### config.mk
export PLATFORM = sky130hd
export DESIGN_NAME = iso14443a_tag_demod
export DESIGN_NICKNAME = d
export VERILOG_FILES = /design/src/rtl/iso14443a_tag_demod.sv
export SDC_FILE = /design/constraint.sdc
export NUM_CORES = 1
export LEC_CHECK = 0
export ABC_CLOCK_PERIOD_IN_PS = 2200
export CAP_MARGIN = 40
export CORE_MARGIN = 1
export CORE_UTILIZATION = 46
export CTS_BUF_LIST = sky130_fd_sc_hd__clkbuf_16
export DETAILED_ROUTE_END_ITERATION = 6
export PLACE_DENSITY = 0.7
export SKIP_CTS_REPAIR_TIMING = 1
export SYNTH_ARGS = -nofsm -noshare
export SYNTH_HDL_FRONTEND = slang
export SYNTH_SLANG_ARGS = --single-unit
### constraint.sdc
create_clock -name osc_clk -period 2.2 [get_ports osc_clk]
set_clock_uncertainty 0.2 [all_clocks]
set_input_delay 0.55 -clock osc_clk [delete_from_list [all_inputs] [get_ports osc_clk]]
set_output_delay 0.55 -clock osc_clk [all_outputs]
set_load 0.02 [all_outputs]
### src/rtl/iso14443a_tag_demod.sv
`default_nettype none
// ============================================================================
//  Module   : iso14443a_tag_demod
//  Purpose  : ISO14443-A tag-to-reader Manchester frame decoder driven by the
//             per-slot subcarrier decision. Optional collision reporting is
//             built when ISO14443A_DEMOD_COLLISION_EN is defined.
//  Revision : 1.0 - initial release
// ============================================================================
module iso14443a_tag_demod (
  input  logic       osc_clk,
  input  logic       nrst,
  input  logic       enable,
  input  logic       slot_strobe,
  input  logic       curbit,
  output logic       rx_valid,
  output logic [7:0] rx_data,
  output logic [3:0] rx_nbits,
  output logic       rx_full,
  output logic       rx_par_ok,
  output logic       frame_busy,
  output logic       frame_end,
  output logic       coll,
  output logic [3:0] coll_bitpos
);

  typedef enum logic [1:0] {
    S_IDLE = 2'd0,
    S_SOF  = 2'd1,
    S_DATA = 2'd2
  } state_t;

  localparam logic [2:0] c_LAST_SLOT = 3'd7;
  localparam logic [3:0] c_PAR_POS   = 4'd8;

  state_t     r_state, w_state_nxt;
  logic [2:0] r_slot, w_slot_nxt;
  logic [2:0] r_cnt_a, w_cnt_a_nxt;
  logic [2:0] r_cnt_b, w_cnt_b_nxt;
  logic [3:0] r_pos, w_pos_nxt;
  logic [7:0] r_shift, w_shift_nxt;

  logic       w_rx_valid_nxt;
  logic [7:0] w_rx_data_nxt;
  logic [3:0] w_rx_nbits_nxt;
  logic       w_rx_full_nxt;
  logic       w_rx_par_ok_nxt;
  logic       w_busy_nxt;
  logic       w_frame_end_nxt;

  logic [2:0] w_cnt_a_acc;
  logic [2:0] w_cnt_b_acc;
  logic       w_a_mod;
  logic       w_b_mod;
  logic       w_sof_ok;
  logic       w_eof;
  logic       w_bit_val;
  logic       w_bit_eval;

  // Half counts including the slot being strobed now; saturate at 4.
  always_comb begin
    w_cnt_a_acc = r_cnt_a;
    w_cnt_b_acc = r_cnt_b;
    if (curbit) begin
      if (!r_slot[2] && (r_cnt_a < 3'd4)) w_cnt_a_acc = r_cnt_a + 3'd1;
      if (r_slot[2]  && (r_cnt_b < 3'd4)) w_cnt_b_acc = r_cnt_b + 3'd1;
    end
  end

  assign w_a_mod    = (w_cnt_a_acc >= 3'd2);
  assign w_b_mod    = (w_cnt_b_acc >= 3'd2);
  assign w_sof_ok   = (w_cnt_a_acc >= 3'd3) && !w_b_mod;
  assign w_eof      = !w_a_mod && !w_b_mod;
  // A modulated decodes as 1 whether or not B also carries subcarrier.
  assign w_bit_val  = w_a_mod;
  assign w_bit_eval = enable && slot_strobe && (r_state == S_DATA) && (r_slot == c_LAST_SLOT);

  always_comb begin
    w_state_nxt     = r_state;
    w_slot_nxt      = r_slot;
    w_cnt_a_nxt     = r_cnt_a;
    w_cnt_b_nxt     = r_cnt_b;
    w_pos_nxt       = r_pos;
    w_shift_nxt     = r_shift;
    w_rx_valid_nxt  = 1'b0;
    w_rx_data_nxt   = rx_data;
    w_rx_nbits_nxt  = rx_nbits;
    w_rx_full_nxt   = rx_full;
    w_rx_par_ok_nxt = rx_par_ok;
    w_busy_nxt      = frame_busy;
    w_frame_end_nxt = 1'b0;

    if (!enable) begin
      w_state_nxt = S_IDLE;
      w_slot_nxt  = 3'd0;
      w_cnt_a_nxt = 3'd0;
      w_cnt_b_nxt = 3'd0;
      w_pos_nxt   = 4'd0;
      w_shift_nxt = 8'd0;
      w_busy_nxt  = 1'b0;
    end else if (slot_strobe) begin
      w_slot_nxt  = r_slot + 3'd1;
      w_cnt_a_nxt = w_cnt_a_acc;
      w_cnt_b_nxt = w_cnt_b_acc;
      case (r_state)
        S_IDLE: begin
          w_slot_nxt  = 3'd0;
          w_cnt_a_nxt = 3'd0;
          w_cnt_b_nxt = 3'd0;
          if (curbit) begin
            w_state_nxt = S_SOF;
            w_slot_nxt  = 3'd1;
            w_cnt_a_nxt = 3'd1;
          end
        end
        S_SOF: begin
          if (r_slot == c_LAST_SLOT) begin
            w_cnt_a_nxt = 3'd0;
            w_cnt_b_nxt = 3'd0;
            if (w_sof_ok) begin
              w_state_nxt = S_DATA;
              w_busy_nxt  = 1'b1;
              w_pos_nxt   = 4'd0;
              w_shift_nxt = 8'd0;
            end else begin
              w_state_nxt = S_IDLE;
            end
          end
        end
        S_DATA: begin
          if (r_slot == c_LAST_SLOT) begin
            w_cnt_a_nxt = 3'd0;
            w_cnt_b_nxt = 3'd0;
            if (w_eof) begin
              if (r_pos != 4'd0) begin
                w_rx_valid_nxt  = 1'b1;
                w_rx_data_nxt   = r_shift;
                w_rx_nbits_nxt  = r_pos;
                w_rx_full_nxt   = 1'b0;
                w_rx_par_ok_nxt = 1'b0;
              end
              w_frame_end_nxt = 1'b1;
              w_busy_nxt      = 1'b0;
              w_state_nxt     = S_IDLE;
              w_pos_nxt       = 4'd0;
              w_shift_nxt     = 8'd0;
            end else if (r_pos == c_PAR_POS) begin
              w_rx_valid_nxt  = 1'b1;
              w_rx_data_nxt   = r_shift;
              w_rx_nbits_nxt  = 4'd8;
              w_rx_full_nxt   = 1'b1;
              w_rx_par_ok_nxt = (^r_shift) ^ w_bit_val;
              w_pos_nxt       = 4'd0;
              w_shift_nxt     = 8'd0;
            end else begin
              w_shift_nxt[r_pos[2:0]] = w_bit_val;
              w_pos_nxt               = r_pos + 4'd1;
            end
          end
        end
        default: w_state_nxt = S_IDLE;
      endcase
    end
  end

  always_ff @(negedge osc_clk or negedge nrst) begin
    if (!nrst) begin
      r_state    <= S_IDLE;
      r_slot     <= 3'd0;
      r_cnt_a    <= 3'd0;
      r_cnt_b    <= 3'd0;
      r_pos      <= 4'd0;
      r_shift    <= 8'd0;
      rx_valid   <= 1'b0;
      rx_data    <= 8'd0;
      rx_nbits   <= 4'd0;
      rx_full    <= 1'b0;
      rx_par_ok  <= 1'b0;
      frame_busy <= 1'b0;
      frame_end  <= 1'b0;
    end else begin
      r_state    <= w_state_nxt;
      r_slot     <= w_slot_nxt;
      r_cnt_a    <= w_cnt_a_nxt;
      r_cnt_b    <= w_cnt_b_nxt;
      r_pos      <= w_pos_nxt;
      r_shift    <= w_shift_nxt;
      rx_valid   <= w_rx_valid_nxt;
      rx_data    <= w_rx_data_nxt;
      rx_nbits   <= w_rx_nbits_nxt;
      rx_full    <= w_rx_full_nxt;
      rx_par_ok  <= w_rx_par_ok_nxt;
      frame_busy <= w_busy_nxt;
      frame_end  <= w_frame_end_nxt;
    end
  end

`ifdef ISO14443A_DEMOD_COLLISION_EN
  logic       w_collide;
  logic       w_coll_nxt;
  logic [3:0] w_coll_bitpos_nxt;

  assign w_collide = w_a_mod && w_b_mod;

  always_comb begin
    w_coll_nxt        = 1'b0;
    w_coll_bitpos_nxt = coll_bitpos;
    if (w_bit_eval && w_collide) begin
      w_coll_nxt        = 1'b1;
      w_coll_bitpos_nxt = r_pos;
    end
  end

  always_ff @(negedge osc_clk or negedge nrst) begin
    if (!nrst) begin
      coll        <= 1'b0;
      coll_bitpos <= 4'd0;
    end else begin
      coll        <= w_coll_nxt;
      coll_bitpos <= w_coll_bitpos_nxt;
    end
  end
`else
  logic w_unused;
  assign w_unused    = w_bit_eval;
  assign coll        = 1'b0;
  assign coll_bitpos = 4'd0;
`endif

endmodule
`default_nettype wire
## After elaboration in Yosys (flattened, before gate mapping)

Cells that the tools add are included.

- Add/subtract/negate cells: 4
- Magnitude comparators: 7
- Eq/ne operators: 12
- Muxes and demuxes: 73
- Bitwise operators: 1
- Reduce and logical (&&, ||, !) cells: 17

Operators by type and width:

| kind | number |
|---|---|
| 2-to-1 mux 8 bit | 10 |
| 2-to-1 mux 4 bit | 10 |
| 2-to-1 mux 3 bit | 13 |
| 2-to-1 mux 1 bit | 25 |
| case mux 8 bit (2 select lines) | 1 |
| 2-to-1 mux 2 bit | 7 |
| != test 3 bit, second input constant | 4 |
| case mux 3 bit (2 select lines) | 2 |
| AND reduction 6 bit | 2 |
| AND reduction 5 bit | 2 |
| adder 3 x 1 -> 3 bit, second input constant | 3 |
| >= comparator 3 x 2 -> 1 bit, second input constant | 3 |
| bitwise mux 8 bit | 1 |
| case mux 4 bit (2 select lines) | 1 |
| parity 8 bit | 1 |
| < comparator 3 bit, second input constant | 2 |
| case mux 2 bit (3 select lines) | 1 |
| logical AND 1 bit | 5 |
| adder 4 x 1 -> 4 bit, second input constant | 1 |
| equality test 4 bit, second input constant | 1 |
| < comparator 3 x 4 -> 1 bit, second input constant | 1 |
| != test 2 x 1 -> 1 bit, second input constant | 2 |
| nonzero test 4 bit | 1 |
| demux 1 bit (select 3 bit) | 1 |
| 12 further kinds | 14 |

- Bits in registers: 40
- Input port bits: 5
- Output and inout bits: 22
- Logic and storage cells: 127

## Longest topological paths before layout

Gate-level depths: netlist of run 1.

- Word-level depth: 12
- Gate-level depth with buffers: 10
- Depth with buffers taken out: 8

==> results of run 1 <==
critical path: stages:
cell	delay, ns
buf_8	0.08
nor2b_4	0.19
mux2i_4	0.32
nor3_2	0.07
a21oi_1	0.18
or2_4	0.17
buf_6	0.14
mux2_4	0.30
through the flow:
step | setup slack, ns | std cells | utilization, % | setup TNS [ns] | hold WS, ns
floorplan | -1.10 | 225 | - | -34.47 | 0.233
global placement | -1.68 | 344 | 59.6 | -68.90 | 0.252
detailed placement | -1.72 | 344 | 59.6 | -69.98 | 0.256
CTS | -1.41 | 352 | 63.1 | -63.03 | 0.256
global route | -1.02 | 380 | 74.2 | -40.12 | 0.304
finish | -0.956 | 380 | 74.2 | -37.49 | 0.283
logic make-up after synthesis:
| group | count (synthesis) | share of synthesized area [%] |
|---|---|---|
| simple gates | 66 | 14.8 |
| buf+inv | 28 | 6.97 |
| compound gates | 54 | 18.0 |
| xor+xnor | 8 | 3.08 |
| flops | 40 | 43.9 |
| fa+ha+maj | 11 | 6.04 |
| other cells | 1 | 0.165 |
| mux | 13 | 6.97 |
sequential cells by signal, indices dropped and copies added (netlist names), 2 cells and up:
register,cells
r_cnt_a,3
r_cnt_b,3
r_pos,4
r_shift,8
r_slot,3
r_state,2
rx_data,8
rx_nbits,4
worst max-delay path by stage:
stage                 from                     end  slack (ns)  depth (start not counted)
floorplan           curbit  rx_data[2]$_DFFE_NN0P_       -1.10                          8
global placement    curbit  r_shift[4]$_DFFE_NN0P_       -1.68                          7
detailed placement  curbit  rx_data[5]$_DFFE_NN0P_       -1.72                          8
CTS                 curbit  r_shift[4]$_DFFE_NN0P_       -1.41                          7
global route        curbit  rx_data[5]$_DFFE_NN0P_       -1.02                          8
finish              curbit  rx_data[6]$_DFFE_NN0P_       -0.96                          8
report_power, final:
group | total (W) | internal, W | switching [W]
Clock | 0.000810 | 0.000529 | 0.000281
Sequential | 0.000761 | 0.000752 | 0.00000907
Combinational | 0.000303 | 0.000140 | 0.000163
Total | 0.00187 | 0.00142 | 0.000453
area by class of cell:
type / count / area [um^2] / share of cell area [%]
clock inverter: 3 / 38.8 / 1.10
clock buffer: 5 / 125 / 3.54
sequential: 40 / 1000 / 28.4
inverter: 15 / 58.8 / 1.67
tap: 67 / 83.8 / 2.38
multi-input combinational: 158 / 1370 / 38.9
timing repair buffer: 92 / 851 / 24.1
metal layers:
layer	wire [um]	part of all wire, %	vias up
li1	-	-	954
met2	3030	53	45
met4	119	2.1	0
met3	147	2.6	15
met5	0	0	-
met1	2380	42	951
layout by cell type (no fill, tap or decap), types with 2 or more instances in the layout:
cell type / netlist / layout
o21ai_1: 0 / 7
a21oi_2: 1 / 2
o31ai_4: 0 / 2
a22o_2: 3 / 3
a31oi_4: 1 / 2
clkbuf_16: 0 / 5
o21ai_0: 12 / 2
a21oi_1: 4 / 2
a32o_1: 3 / 3
nor3_1: 4 / 3
nand2_1: 24 / 21
nand2_4: 0 / 2
o21bai_1: 3 / 2
a21o_1: 7 / 7
nor3_2: 1 / 2
o21ai_2: 0 / 3
nor2_1: 14 / 9
buf_4: 6 / 52
conb_1: 1 / 5
a22o_1: 4 / 4
mux2_4: 4 / 9
nor2_4: 0 / 4
nand3_1: 4 / 3
buf_6: 2 / 36
inv_1: 15 / 14
mux2_2: 7 / 2
ha_1: 11 / 11
buf_8: 0 / 2
nor2b_1: 2 / 2
and2_4: 0 / 2
dfrtn_1: 40 / 40
o211ai_1: 2 / 2
or2_4: 0 / 2
xnor2_1: 8 / 8
==> flow_metrics.py, run 1 <==
metrics = {
    "worst_setup_path": {
        "cp-start-kind": "primary input",
        "regToRegSetupSlack_ns": -0.26,
        "rr_endpoint": "rx_data[6]$_DFFE_NN0P_",
        "cp_data_required_time_ns": 1.04,
        "worstSetupPathType": "in2reg",
        "reg2reg_depth": 8,
        "r2r_start": "r_cnt_b[0]$_DFFE_NN0N_",
        "path_max_fanout": 5,
        "worstPathArrival_ns": 2.00,
        "end_kind": "flop",
    },
    "timing": {
        "hold_viol_final": 0,
        "slew_violations": 0,
        "fin_ws_ns": -0.956,
        "rsz0062_at_grt": "yes",
        "setup_violations": 57,
    },
    "power_and_ir_drop": {
        "pwr_density_cell_nw_per_um2": 531,
        "vdd_drop_max_mv": 0.473,
        "p_leak_nw": 1.74,
        "power_w": 0.00187,
    },
    "finish": {
        "n_fill_cell": 312,
        "area_delta_synth_final_pct": 54.9,
        "fin_nets": 328,
        "layout-drive-gt1-share_pct": 48.9,
        "fin_area_um2": 3530,
        "antenna_cells": 0,
    },
    "yosys": {
        "synth_top_cell_by_area": "dfrtn_1",
        "synth_common_cells": "dfrtn_1 (40), nand2_1 (24), inv_1 (15)",
        "synthArstFlopShare_pct": 100,
        "synthCells": 221,
        "ys_top_cells_by_area": "dfrtn_1 (44%), ha_1 (6.0%), nand2_1 (4.0%), mux2_2 (3.5%), xnor2_1 (3.1%)",
        "ys_warn_count": 0,
        "yosys.area.top_type_share_pct": 43.9,
        "syn_area_per_cell_um2": 10.3,
        "synth_flop_cell": "dfrtn_1",
        "synth-edff-count": 0,
        "synth.distinct_cells": 53,
        "synth_area_um2": 2280,
        "synth_most_common_cell": "dfrtn_1",
        "seq_area_frac_synth_pct": 43.9,
        "ys_seq_elements": 40,
    },
    "clocking": {
        "clk_pin_slew_ns": 0.04,
        "cts_buffers": 5,
        "insertion_delay_ns": 0.30,
        "htreeDepth": 2,
        "cts_sinks": 40,
        "ctsRootBufferMaster": "clkbuf_16",
        "cts_tree": "yes",
        "clk_path_buf_depth": 2,
    },
    "outcome": {
        "violations": "negative setup slack",
        "status": "complete, but fails checks",
    },
    "route": {
        "ant_nets": 0,
        "via_per_inst": 5.17,
        "drt_wl_total_mm": 5.67,
        "drtIter0Drc": 133,
        "vias": 1965,
        "firstDrtPassIters": 4,
        "wire_per_inst_um": 14.9,
        "route.detailed.drc": 0,
    },
    "floorplanning": {
        "die_height_um": 72.4,
        "core_area_um2": 4750,
        "die_w_um": 72.4,
        "die-area_um2": 5240,
        "io_pins": 27,
        "std_cell_rows": 25,
        "initial_core_util_pct": 47.9,
    },
    "global_routing": {
        "grt_usage_pct": 18.7,
        "grt.met3_usage_pct": 4.31,
        "grt_pass1_vias": 1737,
        "grt_remaining_overflow": 0,
        "grtUsageMet2_pct": 33.2,
        "antenna_found_initial": 0,
        "met1_usage_pct": 22.0,
        "grt_max_degree": 41,
        "grt-busiest-layer": "met2",
        "grt_pass1_wl_mm": 7.60,
    },
    "hold_path": {
        "hold_path_class": "reg2reg",
        "hold_end": "rx_data[7]$_DFFE_NN0P_",
        "hold_path_depth": 1,
        "hold_start": "rx_data[7]$_DFFE_NN0P_",
    },
    "place": {
        "gp_congestion": 0.776,
        "place_area_um2": 2840,
        "portBuffers": 21,
        "dpl.hpwl_mm": 3.19,
    },
    "flow_run": {
        "drv_cap": 0,
    },
}
No activity file was read; power rests on OpenSTA's default activity.
==> run 2, diff against run 1 <==
- CAP_MARGIN: 40 -> unset
- SETUP_SLACK_MARGIN: unset -> 0.02
- TNS_END_PERCENT: unset -> 20
==> run 2 against run 1 <==
The flow still finishes with violations (negative setup slack); count of clock-buffer cells in the layout is the same; cell count fell by 6.1%; combinational power fell by 20%; worst hold slack worse by 0.0039 ns; register-to-register slack gained 0.02 ns; global-route usage increased by 0.94 points; sequential power barely moved; critical path depth unchanged; critical path type unchanged; largest power group is now sequential cells.
==> flow_metrics.py, run 2 (synthesis results as in run 1) <==
metrics = {
    "worst_setup_path": {
        "cp-start-kind": "primary input",
        "end_kind": "flop",
        "cp_data_required_time_ns": 1.05,
        "cpPeakStageDelay_ns": 0.29,
        "slowest_stage": "mux2_4",
        "worst_path_most_repeated_cell": "buf_8",
        "path_max_fanout": 8,
        "worstPathArrival_ns": 1.99,
        "worstSetupPathType": "in2reg",
        "path_cells": "buf_8, and4bb_2, o21bai_4, nor3_2, a21oi_1, or2_4, buf_8, mux2_4",
    },
    "finish": {
        "fin_area_um2": 3190,
        "antenna_cells": 0,
        "final_cell_mix": "buf_4 (43), dfrtn_1 (40), nand2_1 (22)",
        "area_delta_synth_final_pct": 39.8,
        "fin_nets": 306,
        "largestRegisters": "r_shift: 8 flops, rx_data: 8 flops",
        "layout-drive-gt1-share_pct": 41.0,
        "mostFrequentLayoutCell": "buf_4",
    },
    "outcome": {
        "status": "complete, but fails checks",
        "violations": "negative setup slack",
    },
    "clocking": {
        "cts_sinks": 40,
        "clk_path_buf_depth": 2,
        "ctsRootBufferMaster": "clkbuf_16",
        "clk_pin_slew_ns": 0.04,
        "insertion_delay_ns": 0.31,
        "htreeDepth": 2,
        "cts_tree": "yes",
        "cts_buffers": 5,
    },
    "floorplanning": {
        "die_w_um": 72.4,
        "initial_core_util_pct": 47.9,
        "std_cell_rows": 25,
        "die-area_um2": 5240,
        "core_area_um2": 4750,
        "io_pins": 27,
        "die_height_um": 72.4,
    },
    "route": {
        "via_per_inst": 5.21,
        "wire_per_inst_um": 14.1,
        "firstDrtPassIters": 4,
        "drtIter0Drc": 155,
        "route.detailed.drc": 0,
        "vias": 1860,
        "ant_nets": 0,
        "drt_wl_total_mm": 5.03,
    },
    "timing": {
        "setup_violations": 55,
        "fin_tns_setup_ns": -36.60,
        "rsz0062_at_grt": "yes",
        "hold_viol_final": 0,
        "slew_violations": 0,
        "worst_hold_slack_ns": 0.280,
        "fin_ws_ns": -0.942,
    },
    "global_routing": {
        "grt_pass1_wl_mm": 7.91,
        "grt_max_degree": 41,
        "grt_remaining_overflow": 0,
        "grt_pass1_vias": 1778,
        "grt_usage_pct": 19.6,
        "antenna_found_initial": 0,
    },
    "place": {
        "place_area_um2": 2850,
        "portBuffers": 21,
        "dpl.hpwl_mm": 3.38,
        "gp_congestion": 0.802,
    },
    "power_and_ir_drop": {
        "vdd_drop_max_mv": 0.343,
        "pwr_density_cell_nw_per_um2": 533,
        "p_leak_nw": 1.57,
    },
    "flow_run": {
        "drv_cap": 0,
    },
    "hold_path": {
        "hold_path_class": "reg2reg",
    },
}
[run 2: critical path, delay by kind of cell]
kind	cells	cell delay, ns
buffers and inverters	2	0.23
AOI/OAI and AO/OA	2	0.18
and+or+nand+nor	3	0.73
muxes	1	0.29
[run 2: worst paths after layout]
kind | startpoint | to | slack (ns) | cells past startpoint
min reg2reg | rx_data[7]$_DFFE_NN0P_ | rx_data[7]$_DFFE_NN0P_ | 0.28 | 1
max in group asynchronous | nrst | r_cnt_a[2]$_DFFE_NN0N_ | 0.57 | 2
max | curbit | rx_data[4]$_DFFE_NN0P_ | -0.94 | 8
min | rx_data[7]$_DFFE_NN0P_ | rx_data[7]$_DFFE_NN0P_ | 0.28 | 1
min in group asynchronous | nrst | rx_nbits[2]$_DFFE_NN0P_ | 1.00 | 2
max reg2reg | r_cnt_b[1]$_DFFE_NN0N_ | rx_data[4]$_DFFE_NN0P_ | -0.24 | 8
[run 2: final cells by class]
cell class | instances | area, um^2
multi-input cells | 158 | 1260
flip-flops and latches | 40 | 1000
clock buffers | 5 | 125
well taps | 67 | 83.8
clock inverters | 2 | 12.5
fillers | 378 | 1570
repair buffers | 70 | 644
inverters | 15 | 56.3
[run 2: per-stage QoR]
stage	util (%)	power, W	worst slack, ns	cells
detailed placement	59.8	0.000973	-1.74	346
global route	67.0	0.00177	-0.982	357
finish	67.0	0.00170	-0.942	357
CTS	62.7	0.00167	-1.43	353
global placement	59.8	0.000967	-1.67	346
floorplan	-	0.000899	-1.10	225
[run 2: power breakdown]
group | switching [W] | total, W | internal (W)
Clock | 0.000285 | 0.000696 | 0.000411
Sequential | 0.00000929 | 0.000761 | 0.000752
Combinational | 0.000136 | 0.000242 | 0.000106
[run 2: metal layers]
metal	part of all wire, %	vias up	global-route usage, %
met5	0	-	0
met4	1.9	0	6.32
met3	2.6	14	5.00
met2	53	39	34.6
met1	42	903	23.4
li1	-	904	-
==> run 3, diff against run 2 <==
- GPL_TIMING_DRIVEN: unset -> 0
==> run 3 against run 2 <==
The run still ends with negative setup slack left; clock power decreased by 2%; final area fell by 6.6%; core utilization shrank 4.4 points; count of clock-buffer cells in the layout unchanged; flip-flop and latch count unchanged; critical path depth rose by 1; via count is 7.4% lower; die area unchanged; worst hold slack worse by 0.0070 ns; cell count fell by 6.4%; first-iteration DRC count fell by 52%; combinational power shrank 16%; critical endpoint is now rx_data[3]$_DFFE_NN0P_.
==> flow_metrics.py, run 3 (synthesis results as in run 1) <==
metrics = {
    "clocking": {
        "insertion_delay_ns": 0.30,
        "clk_pin_slew_ns": 0.04,
        "cts_sinks": 40,
        "cts_buffers": 5,
        "cts_tree": "yes",
        "clk_path_buf_depth": 2,
        "htreeDepth": 2,
        "ctsRootBufferMaster": "clkbuf_16",
    },
    "hold_path": {
        "hold_path_depth": 2,
        "hold_end": "frame_busy$_DFFE_NN0P_",
        "hold_path_class": "reg2reg",
        "hold_start": "frame_busy$_DFFE_NN0P_",
    },
    "worst_setup_path": {
        "cp-start-kind": "primary input",
        "slowest_stage": "mux2_4",
        "end_kind": "flop",
        "cpPeakStageDelay_ns": 0.29,
        "path_max_fanout": 6,
        "regToRegSetupSlack_ns": -0.43,
        "worstSetupPathType": "in2reg",
        "worst-path-stages": 9,
        "path_cells": "buf_12, and4bb_2, o21bai_4, nor3_2, a21oi_1, or2_1, buf_6, buf_12, mux2_4",
        "crit_buf_inv": 3,
        "reg2reg_depth": 9,
        "critPathTopFamily": "simple AND/OR/NAND/NOR gates",
        "r2r_start": "r_cnt_b[1]$_DFFE_NN0N_",
        "rr_endpoint": "rx_data[3]$_DFFE_NN0P_",
        "worstPathArrival_ns": 2.11,
        "worst_path_most_repeated_cell": "buf_12",
        "cp_data_required_time_ns": 1.04,
    },
    "floorplanning": {
        "initial_core_util_pct": 47.9,
        "core_area_um2": 4750,
        "io_pins": 27,
        "die_w_um": 72.4,
        "std_cell_rows": 25,
        "die-area_um2": 5240,
        "die_height_um": 72.4,
    },
    "timing": {
        "worstMarginPinSlew_ns": 0.550,
        "rsz0062_at_grt": "yes",
        "setup_violations": 57,
        "slew_headroom_pct": 63.2,
        "slew_violations": 0,
        "hold_viol_final": 0,
        "fin_ws_ns": -1.07,
    },
    "route": {
        "firstDrtPassIters": 4,
        "drt_wl_total_mm": 4.40,
        "vias": 1722,
        "ant_nets": 0,
        "drtIter0Drc": 75,
        "via_per_inst": 5.16,
        "wire_per_inst_um": 13.2,
        "route.detailed.drc": 0,
    },
    "place": {
        "place_area_um2": 2590,
        "portBuffers": 21,
        "dpl.hpwl_mm": 2.99,
        "gp_congestion": 0.810,
    },
    "finish": {
        "fin_area_um2": 2980,
        "final_cell_mix": "dfrtn_1 (40), buf_6 (23), nand2_1 (22)",
        "largestRegisters": "r_shift: 8 flops, rx_data: 8 flops",
        "mostFrequentLayoutCell": "dfrtn_1",
        "antenna_cells": 0,
        "fin_nets": 282,
        "area_delta_synth_final_pct": 30.6,
        "utilization_pct": 62.6,
        "layout-drive-gt1-share_pct": 33.3,
    },
    "power_and_ir_drop": {
        "vdd_drop_max_mv": 0.383,
        "p_leak_nw": 1.46,
        "power_w": 0.00165,
        "pwr_density_cell_nw_per_um2": 554,
    },
    "outcome": {
        "violations": "negative setup slack",
        "status": "complete, but fails checks",
    },
    "global_routing": {
        "grt_usage_pct": 18.2,
        "grt_pass1_vias": 1645,
        "grt_max_degree": 41,
        "antenna_found_initial": 0,
        "grt_pass1_wl_mm": 7.38,
        "grt_remaining_overflow": 0,
    },
    "flow_run": {
        "drv_cap": 0,
    },
}
==> run 3: cell count changes in the layout (fill, tap and decap cells not counted), moves of 2 or more <==
cell      previous run  this run
or2_4                3         1
nor2_4               2         0
a22o_2               3         1
o21ai_0              4         7
clkbuf_1             0         3
buf_4               43        14
a22o_4               0         2
o21ai_1              8         4
buf_8                4         0
buf_6               21        23
==> run 3: layout make-up <==
cell class,instances,area (um^2)
Buffer,13,108
Clock buffer,5,125
Clock inverter,3,13.8
Fill cell,410,1780
Inverter,15,56.3
Multi-Input combinational cell,157,1230
Sequential cell,40,1000
Tap cell,67,83.8
Timing Repair Buffer,34,363
==> run 3: through the flow <==
step / setup slack (ns) / hold WS (ns) / instances / setup TNS [ns]
finish: -1.07 / 0.272 / 334 / -39.14
global route: -1.14 / 0.283 / 334 / -42.85
CTS: -1.61 / 0.256 / 321 / -68.71
detailed placement: -1.91 / 0.256 / 313 / -88.98
global placement: -1.90 / 0.253 / 313 / -139.14
floorplan: -1.10 / 0.233 / 225 / -35.10
==> run 3: metal layers <==
layer	vias up	track usage [%]	share of wire, %
met3	6	4.31	2.7
li1	853	-	-
met4	0	6.97	1.2
met1	835	21.2	44
met5	-	0	0
met2	28	32.3	53
==> run 3: where the power goes <==
part           total, W  internal, W  switching (W)
combinational  0.000203    0.0000881       0.000115
clock          0.000683     0.000411       0.000271
sequential     0.000763     0.000752      0.0000104
total           0.00165      0.00125       0.000396
==> run 3: how the worst max path moves through the flow <==
stage / start / end / slack, ns
after floorplan: curbit / rx_data[2]$_DFFE_NN0P_ / -1.10
after global placement: curbit / rx_data[2]$_DFFE_NN0P_ / -1.90
after detailed placement: curbit / rx_data[2]$_DFFE_NN0P_ / -1.91
after CTS: curbit / rx_data[3]$_DFFE_NN0P_ / -1.61
after global routing: curbit / rx_data[3]$_DFFE_NN0P_ / -1.14
final: curbit / rx_data[3]$_DFFE_NN0P_ / -1.07
==> run 3: worst register-to-register path, cell delays in order (launching register included) <==
cell and delay, ns:
dfrtn_1 0.45, ha_1 0.26, and4bb_2 0.34, o21bai_4 0.10, nor3_2 0.22, a21oi_1 0.09
or2_1 0.25, buf_6 0.15, buf_12 0.13, mux2_4 0.29
